## config.mk

```make
export PLATFORM = sky130hd
export DESIGN_NAME = sync_fifo_rd_stream
export DESIGN_NICKNAME = d
export VERILOG_FILES = /design/src/rtl/sync_fifo_rd_stream.sv
export SDC_FILE = /design/constraint.sdc
export NUM_CORES = 1
export LEC_CHECK = 0
export CAP_MARGIN = 10
export CORE_ASPECT_RATIO = 1.4
export CORE_UTILIZATION = 40
export DETAILED_ROUTE_END_ITERATION = 10
export GPL_TIMING_DRIVEN = 0
export PLACE_DENSITY = 0.76
export SYNTH_ARGS = -nofsm -noshare
export SYNTH_HDL_FRONTEND = slang
export SYNTH_SLANG_ARGS = --single-unit
```

## constraint.sdc

```tcl
create_clock -name i_clk -period 2.25 [get_ports i_clk]
set_input_delay 0.3375 -clock i_clk [delete_from_list [all_inputs] [get_ports i_clk]]
set_output_delay 0.3375 -clock i_clk [all_outputs]
set_load 0.005 [all_outputs]
```

## src/rtl/sync_fifo_rd_stream.sv

```systemverilog
// Read-side adapter for a first-word-fall-through sync FIFO: pops words into a
// two-entry head/skid stage and presents them as a registered valid/ready stream.
module sync_fifo_rd_stream #(
  parameter int WIDTH = 16,
  parameter int CNT_W = 16
) (
  input  logic             i_clk,
  input  logic             i_rst_n,
  input  logic             i_flush,
  input  logic [WIDTH-1:0] i_fifo_rdata,
  input  logic             i_fifo_not_empty,
  output logic             o_fifo_pop,
  output logic             o_fifo_flush,
  output logic             o_valid,
  output logic [WIDTH-1:0] o_data,
  input  logic             i_ready,
  output logic [1:0]       o_occ,
  output logic [CNT_W-1:0] o_xfer_cnt
);

  typedef enum logic [1:0] {
    S_EMPTY = 2'd0,
    S_ONE   = 2'd1,
    S_TWO   = 2'd2
  } state_t;

  state_t           state_q, state_d;
  logic [WIDTH-1:0] head_p0_q, head_p0_d;
  logic [WIDTH-1:0] skid_p1_q, skid_p1_d;
  logic [CNT_W-1:0] cnt_q;
  logic             vld_p0;
  logic             acc;
  logic             space;

  // The state encoding doubles as the occupancy count.
  assign vld_p0       = (state_q != S_EMPTY);
  assign acc          = vld_p0 & i_ready;
  assign space        = (state_q != S_TWO) | acc;
  assign o_fifo_pop   = i_fifo_not_empty & space & ~i_flush;
  assign o_fifo_flush = i_flush;
  assign o_valid      = vld_p0;
  assign o_data       = head_p0_q;
  assign o_occ        = state_q;
  assign o_xfer_cnt   = cnt_q;

  always_comb begin
    state_d   = state_q;
    head_p0_d = head_p0_q;
    skid_p1_d = skid_p1_q;
    if (i_flush) begin
      state_d   = S_EMPTY;
      head_p0_d = '0;
      skid_p1_d = '0;
    end else begin
      case (state_q)
        S_EMPTY: begin
          if (o_fifo_pop) begin
            head_p0_d = i_fifo_rdata;
            state_d   = S_ONE;
          end
        end
        S_ONE: begin
          if (o_fifo_pop && !acc) begin
            skid_p1_d = i_fifo_rdata;
            state_d   = S_TWO;
          end else if (o_fifo_pop && acc) begin
            head_p0_d = i_fifo_rdata;
          end else if (acc) begin
            head_p0_d = '0;
            state_d   = S_EMPTY;
          end
        end
        S_TWO: begin
          // A full stage only refills while the head is being accepted.
          if (acc) begin
            head_p0_d = skid_p1_q;
            if (o_fifo_pop) begin
              skid_p1_d = i_fifo_rdata;
            end else begin
              skid_p1_d = '0;
              state_d   = S_ONE;
            end
          end
        end
        default: begin
          state_d   = S_EMPTY;
          head_p0_d = '0;
          skid_p1_d = '0;
        end
      endcase
    end
  end

  // Stage registers
  always_ff @(posedge i_clk or negedge i_rst_n) begin
    if (!i_rst_n) begin
      state_q   <= S_EMPTY;
      head_p0_q <= '0;
      skid_p1_q <= '0;
    end else begin
      state_q   <= state_d;
      head_p0_q <= head_p0_d;
      skid_p1_q <= skid_p1_d;
    end
  end

  // Transfer counter keeps counting through flushes, including the flush cycle itself.
  always_ff @(posedge i_clk or negedge i_rst_n) begin
    if (!i_rst_n) begin
      cnt_q <= '0;
    end else begin
      cnt_q <= cnt_q + {{(CNT_W-1){1'b0}}, acc};
    end
  end

endmodule
```

Yosys cells after proc, flatten, opt, wreduce, memory -nomap -nowiden
Index checks and enable logic that the tools add are counted.
- add/sub/neg operators: 1
- bitwise operators: 5
- reductions and logical operators: 8
- equality and inequality tests: 12
- multiplexer cells: 20
- operators with widths (operator ; count):
    2-to-1 mux 16 bit ; 10
    case mux 16 bit (3 select lines) ; 2
    adder 16 x 1 -> 16 bit ; 1
    != test 3 bit (second input constant) ; 5
    2-to-1 mux 2 bit ; 7
    != test 4 bit (second input constant) ; 3
    case mux 2 bit (3 select lines) ; 1
    AND reduction 5 bit ; 1
    != test 2 bit (second input constant) ; 2
    AND reduction 4 bit ; 1
    bitwise AND 1 bit ; 3
    AND reduction 3 bit ; 1
    equality test 2 x 1 -> 1 bit (second input constant) ; 1
    equality test 2 bit (second input constant) ; 1
    logical AND 1 bit ; 2
    logical NOT 2 bit ; 1
    nonzero test 2 bit ; 1
    logical NOT 1 bit ; 1
    NOT 1 bit ; 1
    OR 1 bit ; 1
- output and inout bits: 37
- input bits: 21
- register bits: 50

Depth between registers and ports, before layout
- depth in word-level cells: 10
- gate-level depth with buffers: 9
- gate-level depth less buffers: 9

Worst setup path after synthesis
No wires, ideal clock.
- kind: register -> register
- start point: reg state_q[0], in the netlist o_occ[0]
- end point: reg cnt_q[12], in the netlist o_xfer_cnt[12]
- path buffers: 0
- stages on the path, launching flop included: 10
- slack: 0.049 ns
- library setup time: 0.079 ns
- data required time: 2.171 ns
- clock period less this slack: 2.201 ns
- data arrival time: 2.122 ns
- path through: dfrtp_1 inv_1 ha_1 and2b_2 ha_1 ha_1 nand3_1 or4_1 nor2_1 xor2_1
- cells in the longest elaborated chain, start to end: 3
- ends and longest elaborated chain (what ; line ; text):
    start, declared ; 27 ; state_t state_q, state_d;
    start signal, assigned ; 101 ; state_q <= state_d;
    nonzero test 2 bit ; 36 ; assign vld_p0 = (state_q != S_EMPTY);
    bitwise AND 1 bit ; 37 ; assign acc = vld_p0 & i_ready;
    adder 16 x 1 -> 16 bit ; 112 ; cnt_q <= cnt_q + {{(CNT_W-1){1'b0}}, acc};
    end signal, assigned ; 112 ;
    end, declared ; 30 ; logic [CNT_W-1:0] cnt_q;
No other way between the ends.
A chain may end at the register's enable or synchronous reset.

Worst setup path in the final report
- start point: reg state_q[0], in the netlist o_occ[0]
- end point: reg cnt_q[14], in the netlist o_xfer_cnt[14]
The elaborated chain is that of the path after synthesis.

==> results.md <==
- Max Freq: 459 MHz
- Main flop type after synthesis: dfrtp_1
- Final WL: 5250 um
- Synth Register Bits: 50
- Critical path's largest stage delay: 0.61 ns
- First-pass DRT Iterations: 4
- Die Wd: 65.6 um
- Total GRT Usage: 18.6%
- Global-route wire length before repair: 8600 um
- Die Area: 5970 um^2
- Largest net degree at the start of global routing: 35
- Clk_lat worst skew: 0.30 ns
- Synth cell count leaders: dfrtp_1 (50), nand3_1 (19), o21ai_0 (18), a22oi_1 (16), a22o_2 (15)
- Period minus WS final: 2.18 ns
- Core Util, Final: 58.4%
- Yosys top cell by area: dfrtp_1
- Max-cap check violation count: 0
- Sequential fraction of the synthesis area: 55.2%
- Antenna Cells: 0
- Critical Path RT: 2.48 ns
- Synth cell types: 37
- Slew Viols, Final: 0
- Clock Tree Buf Depth: 2
- # H-tree levels: 2
- Synth area leaders: dfrtp_1 (55%), a22o_2 (6.6%), a22oi_1 (5.3%)
- Peak VDD IR: 479 uV
- Post-route clock period utilization: 96.9%
- Worst min-delay path endpoint: o_xfer_cnt[15]
- Area growth, synth to finish: 41.5%
- Post-synth EDFFs: 0
- Clock tree root buffer cell: clkbuf_8
- Place WS: -0.246 ns
- Async set-reset flop share out of synthesis: 100%
- Final Net Count: 294
- Reg2Reg Capture Point: o_xfer_cnt[14]
- Worst min-delay path class: reg2reg
- Die height: 91.0 um
- Setup ws final: 0.0703 ns
- Final hold slack: 0.479 ns
- Crit-path max FO: 3
- CTS tree: yes
- Total CTS buffers: 5
- Leakage: 1.40 nW
- Power Density: 963 nW/um^2
- Initial antenna violation count: 0
- Vias in the first global route: 1844
- Port Buffers: 57
- Critical path startpoint category: flip-flop
- Post-detail-place hpwl: 3610 um
- R2R cell count: 9
- Routed vias: 1857
- Hold path start: o_xfer_cnt[15]
- Post-Route Skew: 0.00481 ns
- Clock Sinks: 50
- Crit path DAT: 2.41 ns
- Synth top area share: 55.2%
- FP Rows: 32
- Post-DP Area: 2940 um^2
- Starting density of the core: 41.3%
- Mapped Avg Cell Area: 11.6 um^2
- CP Class: reg2reg
- Placeable Area: 5490 um^2
- Status: completed
- # IOs: 58
- Routed wire per std cell: 15.6 um
- Grt total ovfl: 0
- Share of layout cells above drive strength 1: 20.5%
- Critical path capture point type: flip-flop
- DR vias/cell: 5.53
- CP most frequent cell: ha_4
- Synth Warn #: 0
- Slew headroom: 68.5%
- DRC violations left: 0
- CP max stage cell: or4_4
- Final GP Congestion: 0.746
- Endpoints failing setup: 0
- RSZ-0062 raised after global routing: true
- Initial drt markers: 39
- Final Hold Vio Count: 0
- Final Instance Area: 3200 um^2
- Final ANT Viol Nets: 0
- Actual slew at the worst max-slew pin: 0.472 ns
- Crit Reg-Reg Startpoint: o_occ[0]
- Syn Inst Count: 195
- Synthesized Nets: 222
- Most frequent cell after synthesis: dfrtp_1
- Clock transition at path regs: 0.09 ns
- Reg2Reg Setup Slack: 0.07 ns
- Critical-path cell list: inv_2, ha_4, and2b_2, ha_4, ha_4, nand3_4, or4_4, nor2_4, xor2_1
- Hold Path Cell Cnt: 1
- Mapped Area: 2260 um^2
-- flip-flops by register name, summed over array words and instances (netlist names) --
name,cells
o_xfer_cnt,16
o_occ,2
o_data,16
skid_p1_q,16
-- worst max-delay path: cells and delay by family, from the launching register on --
family                   cells  cell delay, ns
AND/OR/NAND/NOR              4            1.07
flip-flops                   1            0.37
buffers and inverters        1            0.08
adder cells (fa/ha/maj)      3            0.46
XOR/XNOR                     1            0.14
-- routing by layer --
metal | global-route usage [%] | vias up | share of wire [%]
met2 | 31.4 | 49 | 53
met3 | 4.02 | 9 | 3.7
met5 | 0 | - | 0
met4 | 6.70 | 0 | 1.8
li1 | - | 862 | -
met1 | 22.9 | 937 | 41
-- how the worst max path moves through the flow --
stage | startpoint | to | slack, ns
floorplan | o_occ[0] | o_xfer_cnt[12] | 0.05
global placement | i_rst_n | o_occ[1] | -0.63
detailed placement | i_ready | o_xfer_cnt[15] | -0.25
CTS | o_occ[0] | o_fifo_pop | -0.04
global route | o_occ[0] | o_xfer_cnt[12] | -0.04
finish | o_occ[0] | o_xfer_cnt[14] | 0.07
-- kinds of logic after synthesis --
group	share of synthesized area, %
adder cells (fa/ha/maj)	3.31
flip-flops	55.2
multiplexers	0.442
AO/OA/AOI/OAI	19.4
AND/OR/NAND/NOR	11.9
buffers and inverters	4.25
XOR/XNOR	5.41
-- metrics by stage --
stage | power, W | std cells | setup TNS (ns)
after floorplan | 0.00176 | 195 | 0
after CTS | 0.00298 | 332 | -0.0778
final | 0.00309 | 336 | 0
after detailed placement | 0.00231 | 321 | -2.31
after global placement | 0.00229 | 320 | -32.79
after global routing | 0.00326 | 336 | -0.117
-- cell type report --
class / count / area (um^2)
plain buffers: 11 / 81.3
clock buffers: 5 / 68.8
clock inverters: 3 / 43.8
fillers: 488 / 2280
inverters: 7 / 26.3
multi-input cells: 127 / 1000
flip-flops and latches: 50 / 1250
well taps: 68 / 85.1
repair buffers: 65 / 643
-- cell usage in the layout (no fill, tap or decap), drive strengths merged, types with 2 or more instances in the layout --
| master | instances |
|---|---|
| o21ai | 18 |
| clkbuf | 9 |
| nor4b | 2 |
| xor2 | 4 |
| ha | 6 |
| and3 | 3 |
| buf | 15 |
| inv | 8 |
| nand4 | 4 |
| nand2b | 2 |
| nor2 | 6 |
| nand3 | 19 |
| a22oi | 17 |
| nand2 | 7 |
| dfrtp | 50 |
| xnor2 | 10 |
| a22o | 16 |
| clkdlybuf4s50 | 55 |
-- what timing repair did --
item                                    in CTS  in global routing
pin swaps                                    0                  4
gates resized for setup                      7                 17
hold buffers                                 1                  0
endpoints found under the setup margin      16                 15
buffers inserted                             2                  4
hold endpoints to repair                    16                  0
-- power by group --
group | total [W] | switching [W] | internal (W)
Clock | 0.000643 | 0.000309 | 0.000334
Combinational | 0.00123 | 0.000579 | 0.000650
Sequential | 0.00121 | 0.000149 | 0.00106
Total | 0.00309 | 0.00104 | 0.00205
Note: power is estimated with default switching activity, not from simulation.
